===== config.mk =====
export PLATFORM = sky130hd
export DESIGN_NAME = ap_ctrl_sequencer
export DESIGN_NICKNAME = d
export VERILOG_FILES = /design/src/rtl/ap_ctrl_sequencer.sv
export SDC_FILE = /design/constraint.sdc
export NUM_CORES = 1
export LEC_CHECK = 0
export ABC_AREA = 1
export CORE_MARGIN = 4
export CORE_UTILIZATION = 40
export DETAILED_ROUTE_END_ITERATION = 12
export PLACE_DENSITY = 0.68
export SLEW_MARGIN = 20
export SYNTH_ARGS = -nofsm -noshare
export SYNTH_HDL_FRONTEND = slang
export SYNTH_SLANG_ARGS = --single-unit

===== constraint.sdc =====
create_clock -name clock -period 7.8 [get_ports clock]
set_input_delay 2.34 -clock clock [delete_from_list [all_inputs] [get_ports clock]]
set_output_delay 2.34 -clock clock [all_outputs]
set_load 0.03 [all_outputs]

===== src/rtl/ap_ctrl_sequencer.sv =====
// ap_ctrl_sequencer: drives the ap_ctrl_hs/ap_ctrl_chain handshake of one HLS core for
// a programmed number of transactions. It bounds outstanding work with a start-timestamp
// FIFO, applies done-side backpressure through ap_continue and tracks min/max latency.
module ap_ctrl_sequencer #(
   parameter int DEPTH = 4,
   parameter int CNT_W = 16,
   parameter int CYC_W = 32
) (
   input  logic             clock,
   input  logic             reset,
   input  logic             cfg_start,
   input  logic [CNT_W-1:0] cfg_num_txn,
   input  logic             cont_hold,
   output logic             ap_start,
   input  logic             ap_ready,
   input  logic             ap_done,
   output logic             ap_continue,
   output logic             busy,
   output logic             finish,
   output logic [CNT_W-1:0] started_cnt,
   output logic [CNT_W-1:0] done_cnt,
   output logic [CYC_W-1:0] lat_max,
   output logic [CYC_W-1:0] lat_min,
   output logic             err_unexp_done
);

   localparam int PTR_W = $clog2(DEPTH);
   localparam logic [PTR_W:0] DEPTH_L = (PTR_W+1)'(DEPTH);

   typedef enum logic [1:0] {IDLE, ISSUE, DRAIN, FIN} state_t;

   state_t           state;
   state_t           state_nxt;
   logic [CNT_W-1:0] num_txn;
   logic [CNT_W-1:0] num_nxt;
   logic [CNT_W-1:0] started_nxt;
   logic [CYC_W-1:0] cyc_cnt;
   logic [CYC_W-1:0] stamp_mem [DEPTH];
   logic [PTR_W:0]   wr_ptr;
   logic [PTR_W:0]   rd_ptr;
   logic [PTR_W:0]   fill;
   logic [PTR_W:0]   fill_nxt;
   logic             run_start;
   logic             push;
   logic             consume;
   logic             pop;
   logic             fifo_empty;
   logic             start_nxt;
   logic [CYC_W-1:0] latency;

   // Pointers carry one extra bit so a full FIFO is distinguishable from an empty one.
   assign fill       = wr_ptr - rd_ptr;
   assign fifo_empty = (fill == '0);
   assign run_start  = (state == IDLE) && cfg_start;
   assign push       = (state == ISSUE) && ap_start && ap_ready;
   assign consume    = ap_done && ap_continue;
   // Emptiness is judged before this cycle's push: a start cannot complete in the same cycle.
   assign pop        = consume && !fifo_empty;
   assign latency    = cyc_cnt - stamp_mem[rd_ptr[PTR_W-1:0]];

   // State register.
   always_ff @(posedge clock or negedge reset) begin
      if (!reset) state <= IDLE;
      else        state <= state_nxt;
   end

   // Next-state decode, handshake outputs and the look-ahead used to register ap_start.
   always_comb begin
      state_nxt   = state;
      busy        = 1'b0;
      finish      = 1'b0;
      ap_continue = 1'b0;
      case (state)
         IDLE: begin
            if (cfg_start) state_nxt = (cfg_num_txn == '0) ? FIN : ISSUE;
         end
         ISSUE: begin
            busy        = 1'b1;
            ap_continue = ap_done && !cont_hold;
            if (started_cnt == num_txn) state_nxt = DRAIN;
         end
         DRAIN: begin
            busy        = 1'b1;
            ap_continue = ap_done && !cont_hold;
            if (done_cnt == num_txn) state_nxt = FIN;
         end
         FIN: begin
            finish    = 1'b1;
            state_nxt = IDLE;
         end
         default: state_nxt = IDLE;
      endcase
      num_nxt     = run_start ? cfg_num_txn : num_txn;
      started_nxt = run_start ? '0 : started_cnt + CNT_W'(push);
      fill_nxt    = fill + (PTR_W+1)'(push) - (PTR_W+1)'(pop);
      // ap_start is a flop: it reflects post-edge counts, so fullness before a pop keeps it low
      // for that cycle and a pop re-enables it on the following one.
      start_nxt   = (state_nxt == ISSUE) && (started_nxt < num_nxt) && (fill_nxt < DEPTH_L);
   end

   // Run bookkeeping: counts, cycle counter, FIFO pointers, latency extremes and error flag.
   always_ff @(posedge clock or negedge reset) begin
      if (!reset) begin
         ap_start       <= 1'b0;
         num_txn        <= '0;
         started_cnt    <= '0;
         done_cnt       <= '0;
         cyc_cnt        <= '0;
         wr_ptr         <= '0;
         rd_ptr         <= '0;
         lat_max        <= '0;
         lat_min        <= '1;
         err_unexp_done <= 1'b0;
      end else begin
         ap_start    <= start_nxt;
         num_txn     <= num_nxt;
         started_cnt <= started_nxt;
         if (run_start) begin
            done_cnt       <= '0;
            cyc_cnt        <= '0;
            lat_max        <= '0;
            lat_min        <= '1;
            err_unexp_done <= 1'b0;
         end else begin
            if (busy) cyc_cnt <= cyc_cnt + CYC_W'(1);
            if (push) wr_ptr <= wr_ptr + (PTR_W+1)'(1);
            if (pop) begin
               rd_ptr   <= rd_ptr + (PTR_W+1)'(1);
               done_cnt <= done_cnt + CNT_W'(1);
               if (latency > lat_max) lat_max <= latency;
               if (latency < lat_min) lat_min <= latency;
            end
            if (consume && fifo_empty) err_unexp_done <= 1'b1;
         end
      end
   end

   // Start-timestamp storage; contents are only meaningful between the pointers.
   always_ff @(posedge clock) begin
      if (push) stamp_mem[wr_ptr[PTR_W-1:0]] <= cyc_cnt;
   end

endmodule

==> results of run 1 <==
layout by cell type (no fill, tap or decap), types with 8 or more instances in the layout:
master,instances
nand2_1,713
inv_1,330
nand3_1,173
nor2_1,155
edfxtp_1,128
ha_1,126
dfrtp_1,121
clkdlybuf4s50_1,121
a21oi_1,114
o21ai_0,58
nor3_1,37
clkbuf_16,35
xor2_1,34
nand4_1,32
dfstp_2,32
a32o_1,30
buf_4,10
o21a_1,9
xnor2_1,9
clkbuf_1,9
nor2_2,8
layer usage:
layer  part of all wire  vias up
li1                   -     7527
met2               0.46      460
met4              0.027        0
met3              0.062       91
met5                  0        -
met1               0.45     7211
power breakdown:
group          internal (uW)  switching (uW)
sequential              1980             326
clock                    888             631
combinational           1840            3310
flip-flops by register name (all words and copies together), names as in the netlist:
name,cells
started_cnt,16
stamp_mem,128
cyc_cnt,32
num_txn,16
wr_ptr,3
err_unexp_done,1
ap_start,1
lat_min,32
rd_ptr,3
lat_max,32
state,2
done_cnt,16
cells by family (layout without fill, tap and decap cells):
group,count (synthesis),after routing,share of synthesized area
AOI/OAI and AO/OA,239,239,0.08213
xor gates and xnor gates,43,43,0.02137
adders and majority gates,128,128,0.09172
buffers and inverters,394,529,0.08873
DFF,282,282,0.4390
and+or+nand+nor,1160,1160,0.2771
cell type report:
cell class / instances / share of cell area
flip-flops and latches: 282 / 0.3788
clock buffers: 47 / 0.04654
repair buffers: 132 / 0.06350
multi-input cells: 1570 / 0.4086
inverters: 337 / 0.06203
well taps: 585 / 0.03582
clock inverters: 13 / 0.004776
final timing paths:
path                                                  from                    endpoint  slack (ns)  depth (start not counted)
max in group asynchronous                            reset      lat_max[8]$_DFFE_PN0P_        4.47                          2
worst max-delay path                               ap_done                 ap_continue        1.73                          4
worst max register to register       rd_ptr[1]$_DFFE_PN0P_     lat_min[21]$_DFFE_PN1P_        2.49                         26
min in group asynchronous                            reset        num_txn[8]$_DFF_PN0_        1.85                          1
worst min-delay path            err_unexp_done$_DFFE_PN0P_  err_unexp_done$_DFFE_PN0P_        0.49                          1
worst min register to register  err_unexp_done$_DFFE_PN0P_  err_unexp_done$_DFFE_PN0P_        0.49                          1
stage by stage:
step,cells,hold slack [ns],util
after floorplan,2246,0.4936,-
after global placement,2906,0.4826,0.4470
after detailed placement,2906,0.4831,0.4470
after CTS,2966,0.4965,0.4712
after global routing,2966,0.5169,0.4712
final,2966,0.4901,0.4712
==> out/results.ini, run 1 <==
[route]
drtIter0Drc = 1173
ant_nets = 0
via_per_inst = 5.155
route.detailed.drc = 0
drt_first_pass_iters = 8
wire_per_inst_um = 16.58
vias = 15290
wl_um = 49170

[pwr]
powerDensity_nw_per_um2 = 438.9
ir_drop_v = 0.0002030
power.leakage_uw = 0.009752
power_uw = 8968

[synth]
async_reset_ff_frac = 0.5461
yosys_warnings = 0
syn_nets = 2396
ys_top_cells_by_area = edfxtp_1, dfrtp_1, nand2_1
synth-edff-count = 128
synth_top_area_frac = 0.2181
syn_inst = 2246
synth_common_cells = nand2_1, inv_1, nand3_1
avgSynthCellArea_um2 = 7.848
synth_top_area_cell = edfxtp_1
synthesis.area_um2 = 17630
synth_flop_cell = edfxtp_1
synth-seq-cells = 282
synth_most_common_cell = nand2_1
ys_seq_area_frac = 0.4390
ys_types = 48

[grt]
grt_pass1_wl_um = 79280
antenna_found_initial = 0
grt.busiest_layer = met2
use_met1 = 0.2772
groute.layer.met2.usage = 0.3443
grt-ovfl-total = 0
grt_util_met3 = 0.03860
grt_use_total = 0.2068
grt_start_max_net_pins = 128
grt_pass1_vias = 15040

[floorplanning]
die-area_um2 = 47490
die_w_um = 217.9
ios = 123
start_util = 0.4065
die_h_um = 217.9
coreArea_um2 = 43360
rows = 76

[clocking]
tritoncts = built
root_buffer = clkbuf_16
cts_buffers = 34
clk_latency_ns = 0.52
cts_htree_levels = 2
cts.sinks = 282
clk_pin_slew_ns = 0.06
post_cts_buffers = 0
clockBufferDepth = 3
cts_resized = 0
ctsHoldBuffers = 0

[final_layout]
syn_to_final_growth_pct = 15.92
nNetsFinal = 2507
drive_above_1_share = 0.05502
fin_area_um2 = 20430
fillers = 4278
register_area_um2 = 7739
antenna_cells = 0
multi_input_area_um2 = 8348

[sta]
min_period_ns = 6.072
finClkSkew_ns = 0.01703
final_max_slew_viol_count = 0
fin_tns_setup_ns = 0
rsz0062_at_grt = no
fmax_mhz = 164.7
finalSetupViolCount = 0
finalCritPeriodShare = 0.7784
tightest_slew_ns = 0.9624
timing.final.ws_setup_ns = 1.728
hold_violations = 0
slew_headroom = 0.3584

[critical_path]
cp_max_fo = 2
cp-end-kind = primary output
cp.arrival_ns = 3.73
crit_chain = clkdlybuf4s50_1, nand2_1, nor2_2, clkdlybuf4s50_1
cp_top_family = buffers and inverters
worst_path_most_repeated_cell = clkdlybuf4s50_1
cp-start-kind = input pin
worstPathRequired_ns = 5.46
critPathMaxStageDelay_ns = 0.70
criticalPathCategory = in2out
path_buf_inv = 2
worst_path_max_delay_cell = clkdlybuf4s50_1

[place]
hpwl_um = 35330
dp_slack_ns = 1.733
gp_congestion = 0.9235
placed_area_um2 = 19380
io_buffers = 122

[run]
drv_cap = 0

[hold_path]
hold_class = reg2reg

[status]
status = finished, final reports clean

No activity file was read; power rests on OpenSTA's default activity.
==> run 2: changes to the inputs <==
--- a/config.mk
+++ b/config.mk
@@ -9,7 +9,7 @@
 export CORE_MARGIN = 4
 export CORE_UTILIZATION = 40
 export DETAILED_ROUTE_END_ITERATION = 12
-export PLACE_DENSITY = 0.68
+export PLACE_DENSITY = 0.7
 export SLEW_MARGIN = 20
 export SYNTH_ARGS = -nofsm -noshare
 export SYNTH_HDL_FRONTEND = slang
==> constraint.sdc (replaced) <==
create_clock -name clock -period 5.15 [get_ports clock]
set_input_delay 1.545 -clock clock [delete_from_list [all_inputs] [get_ports clock]]
set_output_delay 1.545 -clock clock [all_outputs]
set_load 0.03 [all_outputs]
==> run 2 against run 1 <==
  * Setup slack got worse by 1.4 ns
  * Via count is 1.4% higher
  * Global-route usage up 0.10 points
  * Critical endpoint is now lat_max[16]$_DFFE_PN0P_
  * Combinational power up 57%
  * Highest routed layer unchanged
  * Register-to-register slack lost 2.1 ns
  * Power increased by 57%
  * Final cell count up 0.74%
==> out/results.ini, run 2 (synthesis gave the netlist of run 1 again) <==
[status]
status = finished, final reports clean  ; unchanged

[route]
vias = 15500  ; was 15.29k
wire_per_inst_um = 16.86  ; was 16.58 um
drtIter0Drc = 1225  ; was 1173
route.detailed.drc = 0  ; unchanged
ant_nets = 0  ; unchanged
drt_first_pass_iters = 7  ; was 8
wl_um = 50370  ; was 49170 um
via_per_inst = 5.187  ; was 5.155

[run]
drv_cap = 0  ; unchanged

[final_layout]
fillers = 4185  ; was 4278
multi_input_area_um2 = 8373  ; was 8348 um2
fin_area_um2 = 20800  ; was 20430 um2
drive_above_1_share = 0.06492  ; was 0.05502
layout.cells.most_common = nand2_1  ; unchanged
largest_register_ffs = 128  ; unchanged
register_area_um2 = 7739  ; unchanged
antenna_cells = 0  ; unchanged
nNetsFinal = 2526  ; was 2507
syn_to_final_growth_pct = 18.02  ; was 15.92%
layout_common_cells = nand2_1, inv_1, nand3_1  ; unchanged
final_core_util = 0.4797  ; was 0.4712

[floorplanning]
rows = 76  ; unchanged
start_util = 0.4065  ; unchanged
coreArea_um2 = 43360  ; unchanged
die_w_um = 217.9  ; unchanged
ios = 123  ; unchanged
die_h_um = 217.9  ; unchanged
die-area_um2 = 47490  ; unchanged

[critical_path]
crit_start = rd_ptr[1]$_DFFE_PN0P_  ; was ap_done
cp-start-kind = flip-flop  ; was input pin
cp.arrival_ns = 5.30  ; was 3.73 ns
cp_max_fo = 39  ; was 2
criticalPathCategory = reg2reg  ; was in2out
r2r_end = lat_max[16]$_DFFE_PN0P_  ; was lat_min[21]$_DFFE_PN1P_
r2r-start = rd_ptr[1]$_DFFE_PN0P_  ; unchanged
worstPathRequired_ns = 5.64  ; was 5.46 ns
rrSetupSlack_ns = 0.35  ; was 2.49 ns
cp-end-kind = flip-flop  ; was primary output
ff2ff_path_depth = 24  ; was 26

[grt]
grt_start_max_net_pins = 137  ; was 128
grt_use_total = 0.2079  ; was 0.2068
use_met1 = 0.2822  ; was 0.2772
grt_pass1_vias = 14870  ; was 15.04k
antenna_found_initial = 0  ; unchanged
groute.layer.met2.usage = 0.3477  ; was 0.3443
grt.busiest_layer = met2  ; unchanged
grt-ovfl-total = 0  ; unchanged
grt_util_met3 = 0.02828  ; was 0.03860
grt_pass1_wl_um = 79580  ; was 79280 um

[clocking]
post_cts_buffers = 0  ; unchanged
cts_buffers = 35  ; was 34
clockBufferDepth = 3  ; unchanged
root_buffer = clkbuf_16  ; unchanged
cts_resized = 0  ; unchanged
cts.sinks = 282  ; unchanged
cts_htree_levels = 2  ; unchanged
tritoncts = built  ; unchanged
clk_latency_ns = 0.55  ; was 0.52 ns
ctsHoldBuffers = 0  ; unchanged
clk_pin_slew_ns = 0.06  ; about the same

[place]
hpwl_um = 36180  ; was 35330 um
placed_area_um2 = 19570  ; was 19380 um2
io_buffers = 122  ; unchanged
gp_congestion = 0.9587  ; was 0.9235

[pwr]
power.leakage_uw = 0.009930  ; was 0.009752 uW
ir_drop_v = 0.0003347  ; was 0.0002030 V
powerDensity_nw_per_um2 = 678.4  ; was 438.9 nW/um2

[hold_path]
worstHoldStart = lat_min[17]$_DFFE_PN1P_  ; was err_unexp_done$_DFFE_PN0P_
hold_class = reg2reg  ; unchanged
holdPathStages = 2  ; was 1
hold_end = lat_min[17]$_DFFE_PN1P_  ; was err_unexp_done$_DFFE_PN0P_

[sta]
finalSetupViolCount = 0  ; unchanged
finalCritPeriodShare = 0.9329
rsz0062_at_grt = no  ; unchanged
tightest_slew_ns = 0.8764  ; was 0.9624 ns
hold_violations = 0  ; unchanged
min_period_ns = 4.804
fin_tns_setup_ns = 0  ; unchanged
fmax_mhz = 208.1
finClkSkew_ns = 0.02466  ; was 0.01703 ns
slew_headroom = 0.4157  ; was 0.3584
final_max_slew_viol_count = 0  ; unchanged

==> run 2: worst max-delay path by stage <==
stage | to | slack [ns] | cells past startpoint
2_1_floorplan | ap_start$_DFF_PN0_ | 1.05 | 24
3_3_place_gp | lat_max[23]$_DFFE_PN0P_ | 0.30 | 21
3_5_place_dp | lat_max[3]$_DFFE_PN0P_ | 0.21 | 21
4_1_cts | lat_max[3]$_DFFE_PN0P_ | 0.22 | 21
5_1_grt | lat_max[17]$_DFFE_PN0P_ | 0.06 | 24
6_report | lat_max[16]$_DFFE_PN0P_ | 0.35 | 24
==> run 2: worst max-delay path, cell delays in order (launching register included) <==
cell and delay (ns):
dfrtp_1 0.44, inv_2 0.09, buf_4 0.40, a21oi_1 0.08, a32o_1 0.24, ha_1 0.45, nand2_1 0.22, nor3_2 0.38
nand3_1 0.22, nand3_1 0.13, nand2_1 0.05, nand2_1 0.13, inv_1 0.08, ha_1 0.29, nand2_1 0.05, inv_1 0.06
nand4_1 0.13, nor2_1 0.25, inv_1 0.12, o21ai_4 0.29, inv_2 0.08, nand2_4 0.17, buf_12 0.19, nand3_1 0.09
nand2_1 0.10
==> run 2: metal layers <==
metal  vias up  part of all wire
met2       470              0.47
met5         -                 0
met4         0             0.024
li1       7562                 -
met1      7395              0.45
met3        73             0.056
==> run 2: cell type report <==
class / count / area share
clock buffers: 53 / 0.04824
clock inverters: 11 / 0.009623
inverters: 337 / 0.06093
multi-input cells: 1571 / 0.4025
flip-flops and latches: 282 / 0.3720
well taps: 585 / 0.03519
repair buffers: 149 / 0.07151
==> run 2: power by group <==
| part | total [uW] | internal, uW | switching, uW |
|---|---|---|---|
| Sequential | 3500 | 3000 | 499 |
| Clock | 2560 | 1560 | 993 |
| Combinational | 8060 | 2920 | 5140 |
==> run 2: stage by stage <==
| stage | hold WS, ns | total power, uW | std cells | setup WS, ns |
|---|---|---|---|---|
| 5_1_grt | 0.5118 | 15320 | 2988 | 0.05721 |
| 3_3_place_gp | 0.4795 | 11260 | 2923 | 0.3014 |
| 2_1_floorplan | 0.4936 | 8907 | 2246 | 1.047 |
| 6_report | 0.4968 | 14110 | 2988 | 0.3455 |
| 4_1_cts | 0.4984 | 14110 | 2987 | 0.2246 |
| 3_5_place_dp | 0.4838 | 11480 | 2923 | 0.2150 |
